`src/rtl/vx_tcu_fedp_seq.sv`:
```
// Tile-job sequencer for the tensor-core FEDP unit: streams TILES interleaved output elements
// round-robin through one fixed-latency FEDP. Define VX_TCU_SEQ_PERF_EN to add perf counters.
module vx_tcu_fedp_seq #(
    parameter int N        = 1,
    parameter int XLEN     = 32,
    parameter int LATENCY  = 4,
    parameter int TILES    = 8,
    parameter int KSTEPS_W = 4,
    localparam int TILE_W  = (TILES > 1) ? $clog2(TILES) : 1
) (
    input  logic                  clk,
    input  logic                  reset_n,
    input  logic                  req_valid,
    output logic                  req_ready,
    input  logic [3:0]            req_fmt_s,
    input  logic [3:0]            req_fmt_d,
    input  logic [KSTEPS_W-1:0]   req_ksteps,
    input  logic [TILES*32-1:0]   req_c,
    input  logic                  op_valid,
    output logic                  op_ready,
    input  logic [N*XLEN-1:0]     op_a_row,
    input  logic [N*XLEN-1:0]     op_b_col,
    output logic [TILE_W-1:0]     op_tile,
    output logic                  fedp_enable,
    output logic [3:0]            fedp_fmt_s,
    output logic [3:0]            fedp_fmt_d,
    output logic [N*XLEN-1:0]     fedp_a_row,
    output logic [N*XLEN-1:0]     fedp_b_col,
    output logic [31:0]           fedp_c_val,
    input  logic [31:0]           fedp_d_val,
`ifdef VX_TCU_SEQ_PERF_EN
    output logic [31:0]           perf_issues,
    output logic [31:0]           perf_stalls,
`endif
    output logic                  rsp_valid,
    input  logic                  rsp_ready,
    output logic [TILES*32-1:0]   rsp_d
);

    typedef enum logic [1:0] {IDLE, ISSUE, DRAIN, RESP} state_t;

    state_t              state, state_nxt;
    logic [3:0]          fmt_s, fmt_d;
    logic [KSTEPS_W-1:0] ksteps, k_cur;
    logic [TILE_W-1:0]   t_cur;
    logic [TILES-1:0]    pending, pending_nxt, issue_mask, wb_mask;
    logic [LATENCY-1:0]  trk_vld, trk_vld_nxt;
    logic [TILE_W-1:0]   trk_tile [LATENCY];
    logic [31:0]         acc [TILES];
    logic                issue, t_wrap, last_issue, wb_vld;
    logic [TILE_W-1:0]   wb_tile;

    assign wb_vld      = trk_vld[LATENCY-1];
    assign wb_tile     = trk_tile[LATENCY-1];
    assign op_ready    = (state == ISSUE) && !pending[t_cur];
    assign issue       = op_valid && op_ready;
    assign t_wrap      = (t_cur == TILE_W'(TILES - 1));
    assign last_issue  = issue && t_wrap && (k_cur == ksteps);
    assign issue_mask  = issue ? (TILES'(1) << t_cur) : '0;
    assign wb_mask     = wb_vld ? (TILES'(1) << wb_tile) : '0;
    assign pending_nxt = (pending & ~wb_mask) | issue_mask;
    assign trk_vld_nxt = (trk_vld << 1) | LATENCY'(issue);

    assign req_ready   = (state == IDLE);
    assign rsp_valid   = (state == RESP);
    assign fedp_enable = (state != IDLE);
    assign op_tile     = t_cur;
    assign fedp_fmt_s  = fmt_s;
    assign fedp_fmt_d  = fmt_d;
    assign fedp_a_row  = op_a_row;
    assign fedp_b_col  = op_b_col;
    assign fedp_c_val  = acc[t_cur];

    for (genvar g = 0; g < TILES; g++) begin : g_rsp
        assign rsp_d[g*32 +: 32] = acc[g];
    end

    // DRAIN looks at post-edge scoreboard state so RESP follows the final writeback directly
    always_comb begin
        state_nxt = state;
        case (state)
            IDLE:    if (req_valid) state_nxt = ISSUE;
            ISSUE:   if (last_issue) state_nxt = DRAIN;
            DRAIN:   if (pending_nxt == '0 && trk_vld_nxt == '0) state_nxt = RESP;
            RESP:    if (rsp_ready) state_nxt = IDLE;
            default: state_nxt = IDLE;
        endcase
    end

    always_ff @(posedge clk or negedge reset_n) begin
        if (!reset_n) state <= IDLE;
        else          state <= state_nxt;
    end

    always_ff @(posedge clk or negedge reset_n) begin
        if (!reset_n) begin
            fmt_s   <= '0;
            fmt_d   <= '0;
            ksteps  <= '0;
            k_cur   <= '0;
            t_cur   <= '0;
            pending <= '0;
            trk_vld <= '0;
            for (int i = 0; i < LATENCY; i++) trk_tile[i] <= '0;
            for (int i = 0; i < TILES; i++)   acc[i] <= '0;
        end else begin
            if (state == IDLE && req_valid) begin
                fmt_s  <= req_fmt_s;
                fmt_d  <= req_fmt_d;
                ksteps <= req_ksteps;
                k_cur  <= '0;
                t_cur  <= '0;
                for (int i = 0; i < TILES; i++) acc[i] <= req_c[i*32 +: 32];
            end
            if (issue) begin
                t_cur <= t_wrap ? '0 : t_cur + 1'b1;
                if (t_wrap) k_cur <= k_cur + 1'b1;
            end
            pending     <= pending_nxt;
            trk_vld     <= trk_vld_nxt;
            trk_tile[0] <= t_cur;
            for (int i = 1; i < LATENCY; i++) trk_tile[i] <= trk_tile[i-1];
            // Tracker slot valid only for real issues; FEDP output from bubbles never lands
            if (wb_vld) acc[wb_tile] <= fedp_d_val;
        end
    end

    wb_issue_collision: assert property (@(posedge clk) disable iff (!reset_n)
        !(issue && wb_vld && (wb_tile == t_cur)));

`ifdef VX_TCU_SEQ_PERF_EN
    always_ff @(posedge clk or negedge reset_n) begin
        if (!reset_n) begin
            perf_issues <= '0;
            perf_stalls <= '0;
        end else begin
            if (issue) perf_issues <= perf_issues + 32'd1;
            if (state == ISSUE && op_valid && !op_ready) perf_stalls <= perf_stalls + 32'd1;
        end
    end
`endif

endmodule

```
`config.mk`:
```
export PLATFORM = sky130hd
export DESIGN_NAME = vx_tcu_fedp_seq
export DESIGN_NICKNAME = d
export VERILOG_FILES = /design/src/rtl/vx_tcu_fedp_seq.sv
export SDC_FILE = /design/constraint.sdc
export NUM_CORES = 1
export LEC_CHECK = 0
export CAP_MARGIN = 10
export CORE_AREA = 2 2 289 291
export DETAILED_ROUTE_END_ITERATION = 8
export DIE_AREA = 0 0 291 293
export DONT_BUFFER_PORTS = 1
export SLEW_MARGIN = 5
export SYNTH_ARGS = -nofsm -noshare
export SYNTH_HDL_FRONTEND = slang
export SYNTH_SLANG_ARGS = --single-unit
```
`constraint.sdc`:
```
create_clock -name clk -period 3.8 [get_ports clk]
set_clock_uncertainty 0.1 [all_clocks]
set_input_delay 0.38 -clock clk [delete_from_list [all_inputs] [get_ports clk]]
set_output_delay 0.38 -clock clk [all_outputs]
set_load 0.02 [all_outputs]
```
* Word level (Yosys, flattened, before mapping) *
Index checks and enable logic that the tools add are counted.

word-level totals
  register bits after elaboration = 301
  latch bits = 0
  bits in writable memories = 0
  memory bits (read-only) = 0
  output and inout bits = 367
  memories = 0

operators by class
  add/subtract/negate cells = 2
  $mul = 0
  div/mod/pow operators = 0
  order comparisons = 4
  equality and inequality tests = 9
  shift-type cells = 2
  muxes and demuxes = 23
  bitwise gates (word level) = 6
  reduce and logical (&&, ||, !) cells = 14

operator list
  cell                                                        count
  two-way mux 256 bit                                         2
  bitwise mux 256 bit                                         1
  binary-select mux 32 bit (select 3 bit)                     1
  demux 32 bit (select 3 bit)                                 1
  two-way mux 32 bit                                          3
  two-way mux 8 bit                                           2
  << shifter 1 x 3 -> 8 bit, first input constant             2
  two-way mux 4 bit                                           3
  two-way mux 3 bit                                           3
  bitwise AND 8 bit                                           1
  greater-or-equal comparator 4 bit, second input constant    2
  logical NOT 8 bit                                           1
  two-way mux 2 bit                                           4
  inverter 3 -> 4 bit                                         2
  inverter 8 bit                                              1
  bitwise OR 8 bit                                            1
  one-hot mux 2 bit (4 select lines)                          1
  logical AND 1 bit                                           7
  inequality test 2 bit, second input constant                3
  adder 4 x 1 -> 4 bit, second input constant                 1
  == test 2 bit, second input constant                        2
  == test 4 bit                                               1
  logical NOT 4 bit                                           1
  less-than comparator 3 x 4 -> 1 bit, second input constant  1
  12 further kinds                                            13

* Longest topological paths before layout *
Gate-level depths: netlist of the first run.

  depth after elaboration = 11
  depth in mapped cells = 11
  depth with buffers taken out = 8

* Least setup slack after synthesis of the first run *
No wires, ideal clock.

  kind = register -> register
  start point = register t_cur[0] (netlist: op_tile[0])
  end point = register state[1]
  library setup time = 0.128 ns
  data arrival time = 2.668 ns
  required time = 3.572 ns
  path slack = 0.904 ns
  stages on the path, launching flop included = 12
  path through = dfrtp_1 > buf_4 > buf_2 > buf_2 > inv_1 > ha_1 > and4b_1 > o21ai_0 > o22ai_1 > o41ai_2 > o211ai_2 > mux2_1

between the ends
  longest elaborated chain between the ends = 11
  elaborated cells on any way between the ends = 18
  those cells by class = 3 x eq/ne; 1 x shift; 3 x mux; 2 x bitwise; 9 x reduce/logical

RTL lines
  item                                      line  text
  start: declaration                        45    logic [TILE_W-1:0] t_cur;
  start signal: assignment                  116   t_cur <= t_wrap ? '0 : t_cur + 1'b1;
  binary-select mux 1 bit (select 3 bit)    55    assign op_ready = (state == ISSUE) && !pending[t_cur];
  two-way mux 1 bit (not written as such)   55
  logical NOT 1 bit                         55
  logical AND 1 bit                         55
  logical AND 1 bit                         56    assign issue = op_valid && op_ready;
  two-way mux 8 bit *                       59    assign issue_mask = issue ? (TILES'(1) << t_cur) : '0;
  bitwise OR 8 bit *                        61    assign pending_nxt = (pending & ~wb_mask) | issue_mask;
  named net pending_nxt[0]                  46    logic [TILES-1:0] pending, pending_nxt, issue_mask, wb_mask;
  logical NOT 8 bit *                       84    DRAIN: if (pending_nxt == '0 && trk_vld_nxt == '0) state_nxt = RESP;
  logical AND 1 bit *                       84
  inequality test 2 bit (no source line) *  --
  AND reduction 4 bit (no source line) *    --
  end signal: assignment                    92    else state <= state_nxt;
  end: declaration                          42    state_t state, state_nxt;

The timed path passes the listed nets; every way through them passes the cells marked *. The select of a mux whose other input is x is not followed.
A chain may end at the register's enable or synchronous reset.

* Final worst setup path of the first run *
  start point = register state[0]
  end point = register acc, in the netlist rsp_d[88]

between the ends
  longest elaborated chain between the ends = 5

RTL lines
  item                            line  text
  logical NOT 2 bit *             --
  named net req_ready             14    output logic req_ready,
  logical AND 1 bit *             107   if (state == IDLE && req_valid) begin
  two-way mux 256 bit *           107
  bitwise mux 256 bit             124   if (wb_vld) acc[wb_tile] <= fedp_d_val;
  two-way mux 256 bit *           124
  end signal: indexed assignment  124
  end: declaration                49    logic [31:0] acc [TILES];

The timed path passes the listed nets; every way through them passes the cells marked *.

==> flow_summary.yaml, run 1 <==
cts:
  post_cts_setup_buffer_count: 0
  clock-root-buffer: "clkbuf_16"
  htree_num_levels: 2
  cts_buffers: 39
  cts_hold_buffers: 301
  clockBufferDepth: 3
  cts_resized: 0
  cts.reportedPaths.clkPinSlew_ps: 60
  cts_tree: "built"
  insertion_delay_ps: 560
  clock_sink_count: 301
finish:
  flow.area_growth_from_synthesis_pct: 31.26
  final_nets: 2256
  multi_input_comb_area_mm2: 0.007352
  final_core_util_pct: 25.67
  seq_area_mm2: 0.007543
  drive_above_1_share_pct: 9.569
  n_fill_cell: 8545
drt:
  detailroute.via_count: 14430
  drt_iter0_drc: 1064
  avgRoutedWirePerCell_um: 25.26
  drt_first_pass_iters: 5
  finalWirelength_mm: 75.23
  drtAntennaViolNets: 0
  viasPerCell: 4.845
  drc_errors: 0
synth:
  area_fraction_in_and_or_nand_and_nor_cells_after_synthesis_pct: 16.91
  sequential_fraction_of_the_synthesis_area_pct: 47.06
  synth_top_cells_by_area: "dfrtp_1, nand2_1, mux4_2"
  ys_warn_count: 0
  synth-edff-count: 0
  ys_seq_elements: 301
  synth_area_mm2: 0.01601
  synth_top_area_share_pct: 47.06
  syn_inst: 1713
  yosys.area.top_type: "dfrtp_1"
  synth_fp_nets: 2093
  compound_gate_fraction_of_synth_area_pct: 10.19
  post_synth_num_cell_types: 45
  syn_avg_cell_area_um2: 9.344
  async_flop_share_pct: 100.0
  synth_xor_area_share_pct: 0.2736
  ys_top_cells_by_count: "nand2_1, dfrtp_1, nor2_1"
  main_combinational_cell_family_by_area_after_synthesis: "multiplexers"
  synthMuxAreaShare_pct: 17.45
  post-synth-top-count-cell: "nand2_1"
  yosys.area_share.adder_pct: 0.8598
  dominantRegCellSynth: "dfrtp_1"
pwr:
  total_leakage_power_nw: 8.477
  internal_power_mw: 9.969
  power_frac_comb_pct: 33.1
  fin_total_pwr_mw: 18.83
  clkPwrFrac_pct: 20.6
  power_density_mw_per_mm2: 896.1
  power.switching_fraction_pct: 47.05
  p_sw_mw: 8.859
  seqPwrFrac_pct: 46.3
  peakVddDrop_uv: 467.1
place:
  place.gp.congestion: 0.8210
  portBuffers: 0
  detailedPlacementHpwl_mm: 50.36
  dpl_worst_slack_ps: 1038
setup_path:
  timing.critical_path.fanout_max: 25
  critPathLaunchType: "register"
  critPathArrivalTime_ps: 3470
  rr_startpoint: "state[0]"
  crit-reg2reg-capture: "rsp_d[88]"
  worstSetupEndpointType: "register"
  worst_setup_path_startpoint: "state[0]"
  regToRegSetupSlack_ps: 660
  critical_path_class: "register to register"
  worst_ep_required_time_ps: 4130
  worst-r2r-cell-count: 8
sta:
  report.final.hold_viol_count: 301
  worst_pin_slew_ps: 1049
  timing.final.setup_violations: 0
  rsz0062_at_grt: "false"
  period_needed_ps: 3136
  fin_setup_tns_ps: 0
  holdWs_ps: -565.9
  slew_viol_final: 0
  max-slew-margin-rel_pct: 30.09
  max_freq_ghz: 0.3189
  finalCritPeriodShare_pct: 82.52
  layout_setup_ws_ps: 664.2
die:
  io_pins: 736
  row_count: 105
  die_height_um: 293
  design.core.area_mm2: 0.08185
  start_util_pct: 19.56
  die_w_um: 291
  dieArea_mm2: 0.08526
grt:
  vias_in_the_first_global_route: 14890
  globalRouteTotalUtil_pct: 17.06
  gr-total-overflow: 0
  pin_count_of_the_biggest_net_entering_global_routing: 302
  grt_first_pass_wirelength_mm: 107.2
  antenna_violations_before_repair: 17
worst_hold_path:
  worstHoldPathType: "primary input to async pin"
flow_run:
  maxCapViolations: 0
status:
  failed_checks: "negative hold slack"
  run_status: "finished, violations left"
## power groups by stage
stage	clock network [mW]	logic (mW)	registers [mW]
4_1_cts	3.98	6.15	8.64
3_3_place_gp	0	5.43	8.68
5_1_grt	4.09	6.79	8.85
3_5_place_dp	0	5.54	8.69
2_1_floorplan	0	4.45	7.51
6_report	3.88	6.23	8.71
## metal layers
layer	vias to the layer above	track usage [%]	wire, um
li1	6121	-	-
met1	7048	19.37	28000
met2	981	27.08	34120
met3	260	6.876	8363
met4	18	10.03	4612
met5	-	0	132
## logic make-up (layout without fill, tap and decap cells)
group / Yosys count / in the layout
compound gates: 278 / 278
mux: 199 / 199
simple gates: 689 / 689
buf+inv: 230 / 419
flops: 301 / 301
fa+ha+maj: 11 / 11
other cells: 0 / 6
xor+xnor: 5 / 5
## flip-flops by register name, summed over array words and instances (netlist names)
name        cells
rsp_d         256
ksteps          4
pending         8
fedp_fmt_s      4
op_tile         3
trk_vld         4
state           2
wb_tile         3
fedp_fmt_d      4
k_cur           4
trk_tile        9
## cell type report
type / count / area share (%)
diodes: 6 / 0.07146
well taps: 1070 / 6.372
clock buffers: 55 / 5.366
flip-flops and latches: 301 / 35.90
clock inverters: 12 / 0.8754
multi-input cells: 1182 / 34.99
repair buffers: 343 / 16.26
inverters: 9 / 0.1608
## worst max-delay path by stage
| stage | endpoint | slack (ps) | depth (start not counted) |
|---|---|---|---|
| 2_1_floorplan | state[1] | 900 | 11 |
| 6_report | rsp_d[88] | 660 | 8 |
| 5_1_grt | rsp_d[20] | 480 | 8 |
| 3_3_place_gp | state[1] | 1140 | 7 |
| 3_5_place_dp | state[1] | 1040 | 7 |
| 4_1_cts | rsp_d[50] | 630 | 8 |
## worst max-delay path, stage by stage (launching register included)
cell           delay (ps)
dfrtp_1               400
inv_1                 110
ha_1                  410
and2_4                530
buf_12                260
buf_12                190
mux2i_1               180
o21ai_0               120
dlygate4sd3_1         640
## cells in the final DEF, fill, tap and decap left out, drive strengths merged, types with 3 or more instances in the layout
| cell type | n |
|---|---|
| nand4b | 3 |
| o21ai | 100 |
| a21oi | 35 |
| nor3 | 5 |
| mux4 | 64 |
| clkbuf | 55 |
| mux2i | 134 |
| inv | 11 |
| nor4 | 3 |
| buf | 42 |
| xor2 | 4 |
| a32o | 3 |
| nand2 | 495 |
| nand3 | 7 |
| nor2 | 164 |
| ha | 11 |
| dlygate4sd3 | 301 |
| clkinv | 4 |
| dfrtp | 301 |
| bufinv | 4 |
| a31oi | 128 |
| diode | 6 |
## per-stage QoR
| stage | instance area, um2 | hold slack, ps | cells |
|---|---|---|---|
| 4_1_cts | 21000 | -620.4 | 2972 |
| 5_1_grt | 21010 | -616.4 | 2977 |
| 6_report | 21010 | -565.9 | 2978 |
| 3_5_place_dp | 16670 | -7.376 | 2604 |
| 3_3_place_gp | 16670 | -8.153 | 2604 |
| 2_1_floorplan | 16010 | -15.59 | 1713 |
No activity file was read; power rests on OpenSTA's default activity.
==> inputs of run 2 (changes only) <==
clock period = 2.9 ns   (was 3.8 ns; I/O delays follow)
==> run 2 against run 1 <==
The run still ends with negative hold slack left. Maximum frequency is 13% higher. Sequential share of layout area is 0.18 points lower. Hold slack worse by 85 ps. Sequential power is 31% higher. Critical path depth stayed put. Cell count is 0.24% higher. Combinational power is 36% higher.
==> flow_summary.yaml, run 2 (synthesis gave the netlist of run 1 again) <==
setup_path:
  worst_path_most_repeated_cell: "buf_4"
  critPathArrivalTime_ps: 3090
  critPathLaunchType: "register"
  crit_buf_inv: 4
  crit_path_max_incr_delay_ps: 600
  crit_chain: "inv_1 -> ha_1 -> buf_4 -> and2_4 -> buf_4 -> mux2i_1 -> o21ai_0 -> dlygate4sd3_1"
  timing.critical_path.fanout_max: 39
  worst_path_max_delay_cell: "dlygate4sd3_1"
  cp_top_family: "buffers and inverters"
  worstSetupEndpointType: "register"
  critical_path_class: "register to register"
  worst_ep_required_time_ps: 3230
sta:
  layout_setup_ws_ps: 135.0
  timing.final.setup_violations: 0
  report.final.hold_viol_count: 301
  max-slew-margin-rel_pct: 21.94
  fin_setup_tns_ps: 0
  period_needed_ps: 2765
  max_freq_ghz: 0.3617
  rsz0062_at_grt: "false"
  worst_pin_slew_ps: 1171
  slew_viol_final: 0
  finalCritPeriodShare_pct: 95.34
  holdWs_ps: -651.0
worst_hold_path:
  worstHoldPathType: "primary input to async pin"
drt:
  viasPerCell: 4.870
  avgRoutedWirePerCell_um: 25.83
  drc_errors: 0
  drtAntennaViolNets: 0
  finalWirelength_mm: 77.11
  drt_first_pass_iters: 7
  detailroute.via_count: 14540
  drt_iter0_drc: 1167
status:
  failed_checks: "negative hold slack"
  run_status: "finished, violations left"
cts:
  clockBufferDepth: 3
  htree_num_levels: 2
  clock-root-buffer: "clkbuf_16"
  cts.reportedPaths.clkPinSlew_ps: 60
  cts_buffers: 37
  cts_tree: "built"
  clock_sink_count: 301
  cts_hold_buffers: 302
  insertion_delay_ps: 550
finish:
  mostFrequentLayoutCells: "nand2_1, dlygate4sd3_1, dfrtp_1, nor2_1, mux2i_1"
  fin_cells: 2985
  n_fill_cell: 8554
  drive_above_1_share_pct: 9.858
  final_nets: 2262
  flow.area_growth_from_synthesis_pct: 31.93
  largest_register_ff_count: 256
  finalInstanceArea_mm2: 0.02112
  most_common_cell_after_layout_fill_and_taps_aside: "nand2_1"
grt:
  gr-total-overflow: 0
  antenna_violations_before_repair: 18
  globalRoute.busiestLayer: "met2"
  grt_first_pass_wirelength_mm: 108.2
  globalRouteTotalUtil_pct: 17.28
  groute.layer.met2.usage_pct: 27.11
  pin_count_of_the_biggest_net_entering_global_routing: 302
  globalRouteMet3Util_pct: 6.460
  vias_in_the_first_global_route: 14980
  global_routing_usage_on_met1_pct: 20.18
pwr:
  seqPwrFrac_pct: 46.5
  power_density_mw_per_mm2: 1165
  power_frac_comb_pct: 34.3
  peakVddDrop_uv: 550.4
  power.switching_fraction_pct: 47.47
  p_sw_mw: 11.68
  total_leakage_power_nw: 8.528
  clkPwrFrac_pct: 19.1
  internal_power_mw: 12.92
die:
  design.core.area_mm2: 0.08185
  io_pins: 736
  dieArea_mm2: 0.08526
  start_util_pct: 19.56
  die_height_um: 293
  row_count: 105
  die_w_um: 291
place:
  dpl_worst_slack_ps: 566.0
  place.gp.congestion: 0.8318
  portBuffers: 0
  dpl-instance-area_mm2: 0.01676
  detailedPlacementHpwl_mm: 51.43
  dpl.cell_count: 2606
flow_run:
  maxCapViolations: 0
## run 2: stage by stage
stage | util (%) | power, mW
after floorplan | - | 15.68
after detailed placement | 20.48 | 18.80
final | 25.80 | 24.60
after CTS | 25.65 | 24.38
after global placement | 20.48 | 18.62
after global routing | 25.80 | 25.74
## run 2: routing by layer
metal / wire, um / part of all wire, %
met5: 113 / 0.15
met4: 4794 / 6.2
met3: 8225 / 11
met2: 34550 / 45
met1: 29430 / 38
## run 2: final timing paths
| check | slack (ps) | endpoint | start | cells after the start |
|---|---|---|---|---|
| max | 140 | rsp_d[48] | state[0] | 8 |
| min | -650 | rsp_d[44] | reset_n | 0 |
| max reg2reg | 140 | rsp_d[48] | state[0] | 8 |
| min reg2reg | 240 | trk_tile[7] | trk_tile[10] | 0 |
| max in group asynchronous | 2270 | op_tile[0] | reset_n | 0 |
| min in group clk | 60 | pending[0] | op_valid | 3 |
## run 2: timing repair
action                     4_1_cts  5_1_grt
hold endpoints to repair       572      301
buffers inserted                 0        3
gates cloned                     0        2
setup endpoints to repair        1        6
resized for setup                1        4
## run 2: layout make-up
type / instances / area [um2] / share of cell area, %
flip-flops and latches: 301 / 7543 / 35.72
multi-input cells: 1182 / 7352 / 34.81
repair buffers: 351 / 3631 / 17.19
well taps: 1070 / 1339 / 6.340
clock buffers: 53 / 1109 / 5.249
clock inverters: 11 / 90.09 / 0.4266
inverters: 9 / 33.78 / 0.1600
diodes: 8 / 20.02 / 0.09480
## run 2: power groups by stage
stage | combinational (mW) | clock, mW | sequential [mW]
2_1_floorplan | 5.84 | 0 | 9.85
3_3_place_gp | 7.22 | 0 | 11.4
4_1_cts | 8.21 | 4.82 | 11.4
3_5_place_dp | 7.38 | 0 | 11.4
5_1_grt | 9.15 | 4.99 | 11.6
6_report | 8.45 | 4.71 | 11.4
==> inputs of run 3 (changes only) <==
ABC_AREA = 1   (was unset)
CORE_AREA = 2 2 285 287   (was 2 2 289 291)
DIE_AREA = 0 0 287 289   (was 0 0 291 293)
MAX_ROUTING_LAYER = met4   (was unset)
==> run 3 against run 2 <==
The run still ends with negative hold slack left. Register-to-register slack better by 20 ps. Setup slack worse by 120 ps. Global-route usage up 4.2 points. Sequential share of layout area down 1.0 points. Power up 12%. Hold slack worse by 32 ps. Critical path type is now register to primary output. Highest routed layer is now met4.
==> flow_summary.yaml, run 3 <==
grt:
  pin_count_of_the_biggest_net_entering_global_routing: 302
  vias_in_the_first_global_route: 16690
  grt_first_pass_wirelength_mm: 124.7
  antenna_violations_before_repair: 17
  gr-total-overflow: 0
  globalRouteTotalUtil_pct: 21.43
synth:
  synth_top_area_share_pct: 48.55
  synth_top_cells_by_area: "dfrtp_1, o21ai_0, o22ai_1"
  ys_top_cells_by_count: "o21ai_0, dfrtp_1, nor2_1"
  ys_warn_count: 0
  post_synth_num_cell_types: 32
  sequential_fraction_of_the_synthesis_area_pct: 48.55
  syn_avg_cell_area_um2: 8.088
  ys_seq_elements: 301
  synth_area_mm2: 0.01551
  yosys.area.top_type: "dfrtp_1"
  syn_inst: 1918
  post-synth-top-count-cell: "o21ai_0"
  synth_fp_nets: 2298
  async_flop_share_pct: 100.0
  synth-edff-count: 0
  dominantRegCellSynth: "dfrtp_1"
finish:
  mostFrequentLayoutCells: "o21ai_0, dlygate4sd3_1, dfrtp_1, nor2_1, o22ai_1"
  n_fill_cell: 8463
  largest_register_ff_count: 256
  finalInstanceArea_mm2: 0.02174
  most_common_cell_after_layout_fill_and_taps_aside: "o21ai_0"
  drive_above_1_share_pct: 8.122
  final_nets: 2555
  flow.area_growth_from_synthesis_pct: 40.13
die:
  io_pins: 736
  row_count: 104
  die_w_um: 287
  start_util_pct: 19.42
  die_height_um: 289
  dieArea_mm2: 0.08294
  design.core.area_mm2: 0.07990
place:
  place.gp.congestion: 0.8977
  dpl-instance-area_mm2: 0.01658
  detailedPlacementHpwl_mm: 61.58
  dpl_worst_slack_ps: -112.6
  portBuffers: 0
setup_path:
  worst_ep_required_time_ps: 2510
  timing.critical_path.fanout_max: 43
  critPathArrivalTime_ps: 2490
  crit_chain: "clkbuf_8 -> o21ai_0 -> o22ai_2 -> nor2_1 -> a31oi_1 -> buf_4"
  crit_buf_inv: 2
  cp_top_family: "compound AO/OA/AOI/OAI gates"
  worst_path_max_delay_cell: "dfrtp_4"
  critical_path_class: "register to primary output"
  critPathLaunchType: "register"
  worstSetupEndpointType: "primary output"
  crit_path_max_incr_delay_ps: 510
sta:
  layout_setup_ws_ps: 17.52
  timing.final.setup_violations: 0
  rsz0062_at_grt: "true"
  holdWs_ps: -683.0
  report.final.hold_viol_count: 301
  period_needed_ps: 2882
  max-slew-margin-rel_pct: 21.14
  finalCritPeriodShare_pct: 99.40
  max_freq_ghz: 0.3469
  worst_pin_slew_ps: 1181
  slew_viol_final: 0
cts:
  insertion_delay_ps: 570
  clock-root-buffer: "clkbuf_16"
  clockBufferDepth: 3
  clock_sink_count: 301
  cts_buffers: 39
  cts_tree: "built"
  cts_hold_buffers: 357
  htree_num_levels: 2
  cts.reportedPaths.clkPinSlew_ps: 60
drt:
  drtAntennaViolNets: 0
  drc_errors: 0
  avgRoutedWirePerCell_um: 27.56
  finalWirelength_mm: 90.55
  viasPerCell: 5.125
  drt_first_pass_iters: 5
  detailroute.via_count: 16840
  drt_iter0_drc: 1301
flow_run:
  maxCapViolations: 0
pwr:
  power_frac_comb_pct: 41.3
  fin_total_pwr_mw: 27.59
  total_leakage_power_nw: 8.863
  power.switching_fraction_pct: 49.75
  peakVddDrop_uv: 607.6
  power_density_mw_per_mm2: 1269
  seqPwrFrac_pct: 39.7
  clkPwrFrac_pct: 19.0
  p_sw_mw: 13.72
  internal_power_mw: 13.86
worst_hold_path:
  worstHoldPathType: "primary input to async pin"
status:
  run_status: "finished, violations left"
  failed_checks: "negative hold slack"
==> run 3: cell count changes in the layout (fill, tap and decap cells not counted), sizes merged, moves of 10 or more <==
cell         previous run  this run
a21oi                  35        97
a31oi                 128        32
buf                    47        84
diode                   8        21
dlygate4sd3           302       357
inv                    11       124
mux2i                 134         0
mux4                   64         0
nand2                 495       112
nand3                   7        17
nor2                  164       302
o211ai                  2        33
o21ai                 100       423
o22ai                   2       226
==> run 3: cell type report <==
cell class                      count  area, um2  area share (%)
Sequential cell                   301       7543           34.70
Multi-Input combinational cell   1270       6480           29.81
Timing Repair Buffer              444       4522           20.80
Tap cell                         1060       1326           6.101
Clock buffer                       55       1146           5.272
Inverter                          119      466.7           2.147
Clock inverter                     15      202.7          0.9324
Antenna cell                       21      52.55          0.2417
==> run 3: worst paths after layout <==
kind	start	endpoint	slack, ps	depth (start not counted)
hold reg to reg	trk_tile[5]	wb_tile[2]	240	0
setup reg to reg	trk_vld[3]	rsp_d[230]	160	5
max in group asynchronous	reset_n	rsp_d[84]	2860	0
setup / recovery	op_tile[0]	fedp_c_val[8]	20	6
min in group clk	fedp_d_val[13]	rsp_d[237]	40	2
hold / removal	reset_n	rsp_d[199]	-680	0
==> run 3: kinds of logic (layout without fill, tap and decap cells) <==
kind of cell / after synthesis / after routing / synth area share, %
adders and majority gates: 11 / 11 / 0.8872
and+or+nand+nor: 441 / 441 / 11.27
DFF: 301 / 301 / 48.55
buffers and inverters: 347 / 633 / 10.11
xor gates and xnor gates: 5 / 5 / 0.2823
other: 0 / 21 / 0
AOI/OAI and AO/OA: 813 / 813 / 28.91
==> run 3: per-stage QoR <==
stage	setup TNS, ps	util [%]	instances
2_1_floorplan	0	-	1918
3_3_place_gp	-115.5	20.76	2832
3_5_place_dp	-112.6	20.76	2832
4_1_cts	0	27.13	3264
5_1_grt	-62.92	27.18	3276
6_report	0	27.21	3285
==> run 3: repair_timing <==
| action | 4_1_cts | 5_1_grt |
|---|---|---|
| endpoints found under the setup margin | 9 | 22 |
| endpoints found under the hold margin | 586 | 301 |
| resized for setup | 10 | 7 |
| buffers inserted | 2 | 0 |
| pin swaps | 1 | 0 |
| gates cloned | 3 | 0 |
==> run 3: power groups by stage <==
stage          Combinational (mW)  Sequential, mW  Clock [mW]
6_report                     11.4            11.0        5.24
5_1_grt                      12.5            11.1        5.48
4_1_cts                      11.2            10.9        5.34
3_5_place_dp                 9.51            11.0           0
3_3_place_gp                 9.35            11.0           0
2_1_floorplan                6.24            9.55           0
==> run 3: layer usage <==
| layer | track usage [%] | vias up | wire (um) |
|---|---|---|---|
| met5 | - | - | 0 |
| met4 | 12.58 | 0 | 5960 |
| met3 | 6.409 | 299 | 8608 |
| met2 | 35.24 | 1119 | 43300 |
| met1 | 22.87 | 8218 | 32670 |
| li1 | - | 7201 | - |
